## src/rtl/vga_timing_gen.sv

```systemverilog
// vga_timing_gen: parametrised VGA raster timing generator.
// A pixel-clock divider gates a column/row counter pair. Every output is a
// register loaded from the next-state counters, so syncs, flags and strobes
// always describe the coordinates shown on row_counter/col_counter in the
// same cycle.
module vga_timing_gen #(
    parameter int CNT_W     = 10,
    parameter int H_ACTIVE  = 640,
    parameter int H_FP      = 16,
    parameter int H_SYNC    = 96,
    parameter int H_BP      = 48,
    parameter int V_ACTIVE  = 480,
    parameter int V_FP      = 10,
    parameter int V_SYNC    = 2,
    parameter int V_BP      = 33,
    parameter bit H_POL     = 1'b0,
    parameter bit V_POL     = 1'b0,
    parameter int PIX_DIV   = 1,
    parameter int CMD_LINES = 8
) (
    input  logic             clk,
    input  logic             rst_n,
    input  logic             run,
    output logic             h_sync,
    output logic             v_sync,
    output logic [CNT_W-1:0] row_counter,
    output logic [CNT_W-1:0] col_counter,
    output logic             screen_inactive,
    output logic             cmd_en,
    output logic             line_start,
    output logic             frame_start
);

    // ------------------------------------------------------------------
    // Derived timing constants
    // ------------------------------------------------------------------
    localparam int H_TOTAL = H_ACTIVE + H_FP + H_SYNC + H_BP;
    localparam int V_TOTAL = V_ACTIVE + V_FP + V_SYNC + V_BP;

    // Window bounds kept 32 bits wide so an end bound equal to the total
    // never overflows a narrow counter width.
    localparam logic [31:0] H_ACT_END = 32'(H_ACTIVE);
    localparam logic [31:0] HS_START  = 32'(H_ACTIVE + H_FP);
    localparam logic [31:0] HS_END    = 32'(H_ACTIVE + H_FP + H_SYNC);
    localparam logic [31:0] V_ACT_END = 32'(V_ACTIVE);
    localparam logic [31:0] VS_START  = 32'(V_ACTIVE + V_FP);
    localparam logic [31:0] VS_END    = 32'(V_ACTIVE + V_FP + V_SYNC);
    localparam logic [31:0] CMD_START = 32'(V_ACTIVE);
    localparam logic [31:0] CMD_END   = 32'(V_ACTIVE + CMD_LINES);

    localparam int DIV_W = (PIX_DIV > 1) ? $clog2(PIX_DIV) : 1;

    localparam logic [DIV_W-1:0] DIV_LAST = DIV_W'(PIX_DIV - 1);
    localparam logic [DIV_W-1:0] DIV_ONE  = DIV_W'(1);
    localparam logic [DIV_W-1:0] DIV_ZERO = '0;
    localparam logic [CNT_W-1:0] COL_LAST = CNT_W'(H_TOTAL - 1);
    localparam logic [CNT_W-1:0] ROW_LAST = CNT_W'(V_TOTAL - 1);
    localparam logic [CNT_W-1:0] CNT_ONE  = CNT_W'(1);
    localparam logic [CNT_W-1:0] CNT_ZERO = '0;

    // ------------------------------------------------------------------
    // Elaboration-time parameter checks
    // ------------------------------------------------------------------
    generate
        if (H_ACTIVE < 1 || H_FP < 1 || H_SYNC < 1 || H_BP < 1 ||
            V_ACTIVE < 1 || V_FP < 1 || V_SYNC < 1 || V_BP < 1) begin : g_bad_region
            $error("vga_timing_gen: every timing region must be at least 1 long");
        end
        if (CMD_LINES < 0 || CMD_LINES > V_FP + V_SYNC + V_BP) begin : g_bad_cmd
            $error("vga_timing_gen: CMD_LINES must fit inside the vertical blanking interval");
        end
        if (PIX_DIV < 1 || PIX_DIV > 16) begin : g_bad_div
            $error("vga_timing_gen: PIX_DIV must be in 1..16");
        end
        if (CNT_W < 1 || CNT_W > 30 ||
            ((H_TOTAL - 1) >> CNT_W) != 0 || ((V_TOTAL - 1) >> CNT_W) != 0) begin : g_bad_width
            $error("vga_timing_gen: CNT_W too narrow for H_TOTAL-1 / V_TOTAL-1");
        end
    endgenerate

    // ------------------------------------------------------------------
    // State
    // ------------------------------------------------------------------
    logic [DIV_W-1:0] div_reg;
    logic [DIV_W-1:0] div_next;
    logic [CNT_W-1:0] col_reg;
    logic [CNT_W-1:0] col_next;
    logic [CNT_W-1:0] row_reg;
    logic [CNT_W-1:0] row_next;

    logic pix_tick;
    logic col_wrap;
    logic row_wrap;

    logic [31:0] col_wide;
    logic [31:0] row_wide;

    logic h_active_area;
    logic v_active_area;
    logic h_sync_window;
    logic v_sync_window;
    logic cmd_window;

    // Pixel divider: counts run-enabled clocks, ticks on its last value,
    // and simply holds whenever run is low.
    always_comb begin
        pix_tick = run && (div_reg == DIV_LAST);
        div_next = div_reg;
        if (run) begin
            if (div_reg == DIV_LAST) begin
                div_next = DIV_ZERO;
            end else begin
                div_next = div_reg + DIV_ONE;
            end
        end
    end

    // Raster counters: column advances per tick, row advances on column wrap.
    always_comb begin
        col_wrap = pix_tick && (col_reg == COL_LAST);
        row_wrap = col_wrap && (row_reg == ROW_LAST);

        col_next = col_reg;
        if (pix_tick) begin
            col_next = col_wrap ? CNT_ZERO : (col_reg + CNT_ONE);
        end

        row_next = row_reg;
        if (col_wrap) begin
            row_next = row_wrap ? CNT_ZERO : (row_reg + CNT_ONE);
        end
    end

    // Region decode on the next-state counters so registered flags line up
    // with the counter values they are loaded alongside.
    always_comb begin
        col_wide = 32'(col_next);
        row_wide = 32'(row_next);

        h_active_area = (col_wide < H_ACT_END);
        v_active_area = (row_wide < V_ACT_END);
        h_sync_window = (col_wide >= HS_START) && (col_wide < HS_END);
        v_sync_window = (row_wide >= VS_START) && (row_wide < VS_END);
        cmd_window    = (row_wide >= CMD_START) && (row_wide < CMD_END);
    end

    // Counter and divider registers; reset wins over run.
    always_ff @(posedge clk) begin
        if (!rst_n) begin
            div_reg <= DIV_ZERO;
            col_reg <= CNT_ZERO;
            row_reg <= CNT_ZERO;
        end else begin
            div_reg <= div_next;
            col_reg <= col_next;
            row_reg <= row_next;
        end
    end

    // Level outputs: reloaded from the next-state decode, which equals the
    // current decode while run is low, so they hold naturally.
    always_ff @(posedge clk) begin
        if (!rst_n) begin
            h_sync          <= ~H_POL;
            v_sync          <= ~V_POL;
            screen_inactive <= 1'b0;
            cmd_en          <= 1'b0;
        end else begin
            h_sync          <= h_sync_window ? H_POL : ~H_POL;
            v_sync          <= v_sync_window ? V_POL : ~V_POL;
            screen_inactive <= ~(h_active_area && v_active_area);
            cmd_en          <= cmd_window;
        end
    end

    // Strobes: one clock wide, only after a tick that wrapped the column
    // (and the row, for frame_start). Wraps imply run, so run=0 gives 0.
    always_ff @(posedge clk) begin
        if (!rst_n) begin
            line_start  <= 1'b0;
            frame_start <= 1'b0;
        end else begin
            line_start  <= col_wrap;
            frame_start <= row_wrap;
        end
    end

    assign col_counter = col_reg;
    assign row_counter = row_reg;

endmodule

```

## config.mk

```make
export PLATFORM = sky130hd
export DESIGN_NAME = vga_timing_gen
export DESIGN_NICKNAME = d
export VERILOG_FILES = /design/src/rtl/vga_timing_gen.sv
export SDC_FILE = /design/constraint.sdc
export NUM_CORES = 1
export LEC_CHECK = 0
export CAP_MARGIN = 0
export CORE_AREA = 2 2 59 61
export DETAILED_ROUTE_END_ITERATION = 6
export DIE_AREA = 0 0 61 63
export PLACE_DENSITY = 0.7
export SLEW_MARGIN = 20
export SYNTH_ARGS = -nofsm -noshare
export SYNTH_HDL_FRONTEND = slang
export SYNTH_SLANG_ARGS = --single-unit
export TNS_END_PERCENT = 10
```

## constraint.sdc

```tcl
create_clock -name clk -period 3.2 [get_ports clk]
set_input_delay 0.8 -clock clk [delete_from_list [all_inputs] [get_ports clk]]
set_output_delay 0.8 -clock clk [all_outputs]
set_load 0.03 [all_outputs]
```

==> metrics.csv, run 1 <==
metric,value,unit
cts_root_buf,clkbuf_4,
finalCritPeriodShare,82.82,%
drc,0,
fin_setup_tns,0,ns
post_cts_buffers,0,
fill_cells,310,
synth-simple-area-share,32.85,%
grt_use_met1,25.35,%
worst_slew_pin_slew,0.4964,ns
final_cell_area,1734,um^2
top_usage_layer,met2,
portBuffers,28,
timing.rr.start,row_counter[0]$_SDFF_PN0_,
irDropWorstVdd,0.1566,mV
synth-async-reset-ratio,0,%
clk_latency,0.31,ns
avgSynthCellArea,8.634,um^2
crit_fanout,11,
whs,0.5447,ns
vias_per_cell,5.551,
dr.first_iter.drc_count,43,
whs_path_depth,2,
synth_xor_area_share,5.671,%
ys_warn_count,0,
cts_hold_buf,0,
arrival,2.85,ns
status,"complete, no violations",
synth_top_family_by_area,simple AND/OR/NAND/NOR gates,
worst_hold_startpoint,row_counter[0]$_SDFF_PN0_,
ff2ff_path_depth,9,
p_leak,0.0006248,uW
syn_area,1390,um^2
synth-edff-count,0,
synth-seq-area-share,37.44,%
pwr-share-seq,67.4,%
start_util,43.01,%
maxSlewHeadroom,66.66,%
gr-total-overflow,0,
antenna_found_initial,0,
fin_skew,0.001980,ns
numClockSinks,26,
die_h,63,um
synthMuxAreaShare,2.250,%
rsz0062_at_grt,no,
worstSetupPathType,in -> reg,
hold_path_end,row_counter[0]$_SDFF_PN0_,
switching_power,107.9,uW
gp_congestion,0.8509,
synth_cells,161,
p_clk_share,27.4,%
layout_min_cycle_time,2.650,ns
power.density,281.7,nW/um^2
critical_path.top_delay_family,simple AND/OR/NAND/NOR gates,
drt_first_pass_iters,4,
wl_per_cell,13.93,um
synth_compound_area_share,12.78,%
crit_required,3.40,ns
final_util,53.66,%
hold_viol_final,0,
drv_slew,0,
synth_top_area_cell,dfxtp_1,
cp_num_buf_inv,1,
start_kind,primary input,
diodes,0,
layout-drive-gt1-share,10.11,%
cts_tree,done,
cp_cell_sequence,clkdlybuf4s50_1 -> and4_1 -> and4_4 -> or2b_1 -> o31a_1 -> or4_1,
grtUsageMet2,29.97,%
path_clk_slew,0.13,ns
finalSetupViolations,0,
cts_resized,0,
grt_pass1_vias,1212,
crit_slowest_cell,clkdlybuf4s50_1,
clk_path_buf_depth,2,
swShare,22.08,%
ys_top_cells_by_area,"dfxtp_1 (37%), nor2_1 (5.1%), xor2_1 (5.0%)",
fmax,377.3,MHz
min_path_type,reg -> reg,
power.internal,380.7,uW
yosys_register_bits,26,
grt_max_degree,14,
die_w,61,um
cts_buffers,3,
io_pins,29,
rows,21,
h-tree-depth,1,
area_growth,24.75,%
post_synth_num_cell_types,51,
combPwrFrac,5.2,%
dpl.hpwl,2.453,mm
placed_cell_area,1712,um^2
via_count,1299,
r2r_end,v_sync$_SDFF_PN1_,
wl,3.260,mm
reg2reg_setup_slack,0.72,ns
grt_first_pass_wirelength,5.630,mm
max_stage_delay,0.47,ns
antenna_left,0,
synth-adder-area-share,2.700,%
synth_ff_type,dfxtp_1,
met3_usage,3.106,%
fin_nets,196,
grt_use_total,18.72,%
coreArea,3232,um^2
synth_top_area_share,37.44,%
cp-end-kind,flop,
syn-num-nets,167,
die_area,3843,um^2
maxCapViolCount,0,
==> registers in the layout (all words and copies together), names as in the netlist <==
name / flops
cmd_en: 1
col_counter: 10
h_sync: 1
row_counter: 10
screen_inactive: 1
line_start: 1
frame_start: 1
v_sync: 1
==> area by class of cell <==
type	count	area, um^2	area share, %
Sequential cell	26	520.5	30.01
Multi-Input combinational cell	118	782.0	45.09
Inverter	7	26.28	1.515
Timing Repair Buffer	34	325.3	18.76
Tap cell	46	57.56	3.319
Clock buffer	3	22.52	1.299
==> Yosys cell counts (2+ instances only) <==
| cell type | instances |
|---|---|
| mux2i_1 | 2 |
| nor3_1 | 3 |
| clkbuf_2 | 2 |
| ha_1 | 3 |
| and2_1 | 4 |
| buf_6 | 2 |
| nand4_1 | 11 |
| and4_1 | 2 |
| nor2_1 | 19 |
| or3_1 | 2 |
| nand2_1 | 14 |
| xor2_1 | 8 |
| a21oi_1 | 9 |
| dfxtp_1 | 26 |
| o21bai_1 | 2 |
| buf_2 | 2 |
| nand3_1 | 4 |
| inv_1 | 6 |
| clkbuf_1 | 3 |
| or4_1 | 2 |
| o21ai_0 | 5 |
==> power by group through the flow <==
| stage | combinational [uW] | clock (uW) | sequential (uW) |
|---|---|---|---|
| 4_1_cts | 25.8 | 141 | 329 |
| 3_5_place_dp | 25.5 | 0 | 337 |
| 3_3_place_gp | 25.3 | 0 | 336 |
| 6_report | 25.5 | 134 | 329 |
| 5_1_grt | 28.5 | 161 | 330 |
| 2_1_floorplan | 9.85 | 0 | 340 |
==> per-layer routing <==
layer | share of wire (%) | routed length, um
met1 | 46 | 1490
met2 | 49 | 1611
met3 | 3.7 | 121
met4 | 1.1 | 36
met5 | 0 | 0
==> worst register-to-register path: stages (launching register included) <==
cell and delay (ns):
dfxtp_1 0.38, inv_1 0.10, ha_1 0.16, nand4_1 0.15, nor4_4 0.49, nor2_1 0.12
buf_4 0.18, a22oi_2 0.19, nand2_1 0.11, or4_1 0.51
==> logic make-up (layout without fill, tap and decap cells) <==
kind of cell             Yosys count  after routing
flip-flops                        26             26
buffers and inverters             17             44
AO/OA/AOI/OAI                     27             27
XOR/XNOR                           9              9
AND/OR/NAND/NOR                   76             76
multiplexers                       3              3
adder cells (fa/ha/maj)            3              3
==> worst max-delay path by stage <==
stage,from,to,slack (ns),depth (start not counted)
after global placement,run,v_sync$_SDFF_PN1_,0.26,6
after global routing,run,v_sync$_SDFF_PN1_,0.50,7
final,run,v_sync$_SDFF_PN1_,0.55,6
after floorplan,run,v_sync$_SDFF_PN1_,0.62,9
after CTS,run,v_sync$_SDFF_PN1_,0.56,6
after detailed placement,run,v_sync$_SDFF_PN1_,0.22,6
==> per-stage QoR <==
| step | power (uW) | cells | setup WS, ns |
|---|---|---|---|
| final | 488.6 | 234 | 0.5496 |
| after global routing | 519.6 | 234 | 0.5025 |
| after CTS | 496.0 | 234 | 0.5619 |
| after detailed placement | 362.2 | 231 | 0.2153 |
| after global placement | 361.5 | 231 | 0.2615 |
| after floorplan | 349.9 | 161 | 0.6220 |
==> placed cells by master, fill, tap and decap left out, types with 2 or more instances in the layout <==
cell type	count
mux2i_1	2
and2_1	4
nor3_1	3
ha_1	3
nand3_1	4
o21bai_1	2
nand2_1	14
clkdlybuf4s50_1	28
inv_1	6
and4_1	2
dfxtp_1	26
a21oi_1	9
buf_4	6
o21ai_0	5
nor2_1	19
xor2_1	8
or3_1	2
clkbuf_4	3
or4_1	2
nand4_1	11
Power figures use the tool's default switching activity.
==> inputs of run 2 (changes only) <==
clock period = 2.7 ns   (was 3.2 ns; I/O delays follow)
==> run 2 against run 1 <==
  * Wire length is 0.49% lower
  * Cell count is 4.3% higher
  * First-iteration DRC count is 44% higher
  * Critical endpoint unchanged
  * Largest power group unchanged
==> metrics.csv, run 2 (synthesized netlist as in run 1, its figures left out) <==
metric,value,unit
status,"complete, no violations",
dpl.hpwl,2.467,mm
wl_per_cell,13.30,um
grt_max_degree,16,
rows,21,
die_area,3843,um^2
cts_resized,0,
grt_first_pass_wirelength,5.575,mm
wl,3.244,mm
cts_root_buf,clkbuf_4,
worst_slew_pin_slew,0.4945,ns
crit_required,2.91,ns
gr-total-overflow,0,
grt_pass1_vias,1260,
rsz0062_at_grt,no,
area_growth,31.77,%
path_clk_slew,0.15,ns
arrival,2.72,ns
cp_num_buf_inv,1,
cts_buffers,3,
cp_cell_sequence,clkdlybuf4s50_1 -> and4_1 -> and4_4 -> or2b_1 -> o31a_1 -> or4_1,
maxSlewHeadroom,66.78,%
drv_slew,0,
worstSetupPathType,in -> reg,
fmax,398.5,MHz
finalCritPeriodShare,92.94,%
h-tree-depth,1,
post_cts_buffers,0,
p_leak,0.0006809,uW
fin_skew,0.006724,ns
cts_hold_buf,0,
power,693.4,uW
power.density,378.6,nW/um^2
finalSetupViolations,0,
start_util,43.01,%
grt_use_total,18.55,%
fin_setup_tns,0,ns
crit_slowest_cell,or4_1,
mostFrequentLayoutCell,clkdlybuf4s50_1,
hold_viol_final,0,
fin_nets,205,
clk_path_buf_depth,2,
die_w,61,um
crit_fanout,9,
irDropWorstVdd,0.1777,mV
io_pins,29,
maxCapViolCount,0,
die_h,63,um
max_stage_delay,0.49,ns
dr.first_iter.drc_count,62,
drc,0,
start_kind,primary input,
critical_path.top_delay_family,simple AND/OR/NAND/NOR gates,
antenna_left,0,
numClockSinks,26,
drt_first_pass_iters,4,
via_count,1313,
coreArea,3232,um^2
diodes,0,
portBuffers,28,
mostFrequentLayoutCells,"clkdlybuf4s50_1 (28), dfxtp_1 (26), nor2_1 (19), buf_4 (15), nand2_1 (14)",
antenna_found_initial,0,
layout-drive-gt1-share,14.65,%
cp-end-kind,flop,
clk_latency,0.32,ns
gp_congestion,0.8389,
cts_tree,done,
layout_min_cycle_time,2.509,ns
vias_per_cell,5.381,
min_path_type,reg -> reg,
## run 2: cell count changes in the layout (fill, tap and decap cells not counted), sizes merged
cell and delta:
buf +9, bufinv +1
## run 2: cell type report
| type | count | area [um^2] |
|---|---|---|
| sequential | 26 | 520.5 |
| timing repair buffer | 43 | 392.9 |
| fill | 293 | 1400 |
| clock inverter | 1 | 30.03 |
| clock buffer | 3 | 22.52 |
| tap | 46 | 57.56 |
| multi-input combinational | 118 | 782.0 |
| inverter | 7 | 26.28 |
## run 2: path summary, 6_finish.rpt
check | start | endpoint | slack [ns] | cells after the start
hold reg to reg | row_counter[0]$_SDFF_PN0_ | row_counter[0]$_SDFF_PN0_ | 0.54 | 2
setup reg to reg | col_counter[0]$_SDFF_PN0_ | v_sync$_SDFF_PN1_ | 0.28 | 6
hold / removal | row_counter[0]$_SDFF_PN0_ | row_counter[0]$_SDFF_PN0_ | 0.54 | 2
setup / recovery | run | v_sync$_SDFF_PN1_ | 0.19 | 6
## run 2: per-layer routing
metal	vias up	track usage, %	share of wire, %
li1	648	-	-
met1	620	24.36	45
met2	43	31.18	50
met3	2	2.484	4.0
met4	0	4.891	0.62
met5	-	0	0
## run 2: power by group
group	total, uW	switching, uW	internal, uW
clock network	271	121	150
registers	391	4.08	386
logic	31.5	17.8	13.8
## run 2: worst min-delay path, delay by kind of cell, from the launching register on
family | cells | cell delay, ns
AOI/OAI and AO/OA | 1 | 0.06
DFF | 1 | 0.38
and+or+nand+nor | 1 | 0.07
## run 2: through the flow
stage	cell area (um^2)	std cells	utilization (%)	setup WS, ns	hold WS [ns]
2_1_floorplan	1390	161	-	0.2249	0.6229
3_3_place_gp	1779	240	55.05	-0.08451	0.5015
3_5_place_dp	1779	240	55.05	-0.1421	0.5217
4_1_cts	1832	244	56.68	0.2035	0.5410
5_1_grt	1832	244	56.68	0.1470	0.5718
6_report	1832	244	56.68	0.1905	0.5353
==> inputs of run 3 (changes only) <==
CTS_CLUSTER_DIAMETER = 200   (was default)
==> results of run 3 <==
Same layout as run 2: the final DEF is identical, and so are final timing and power.
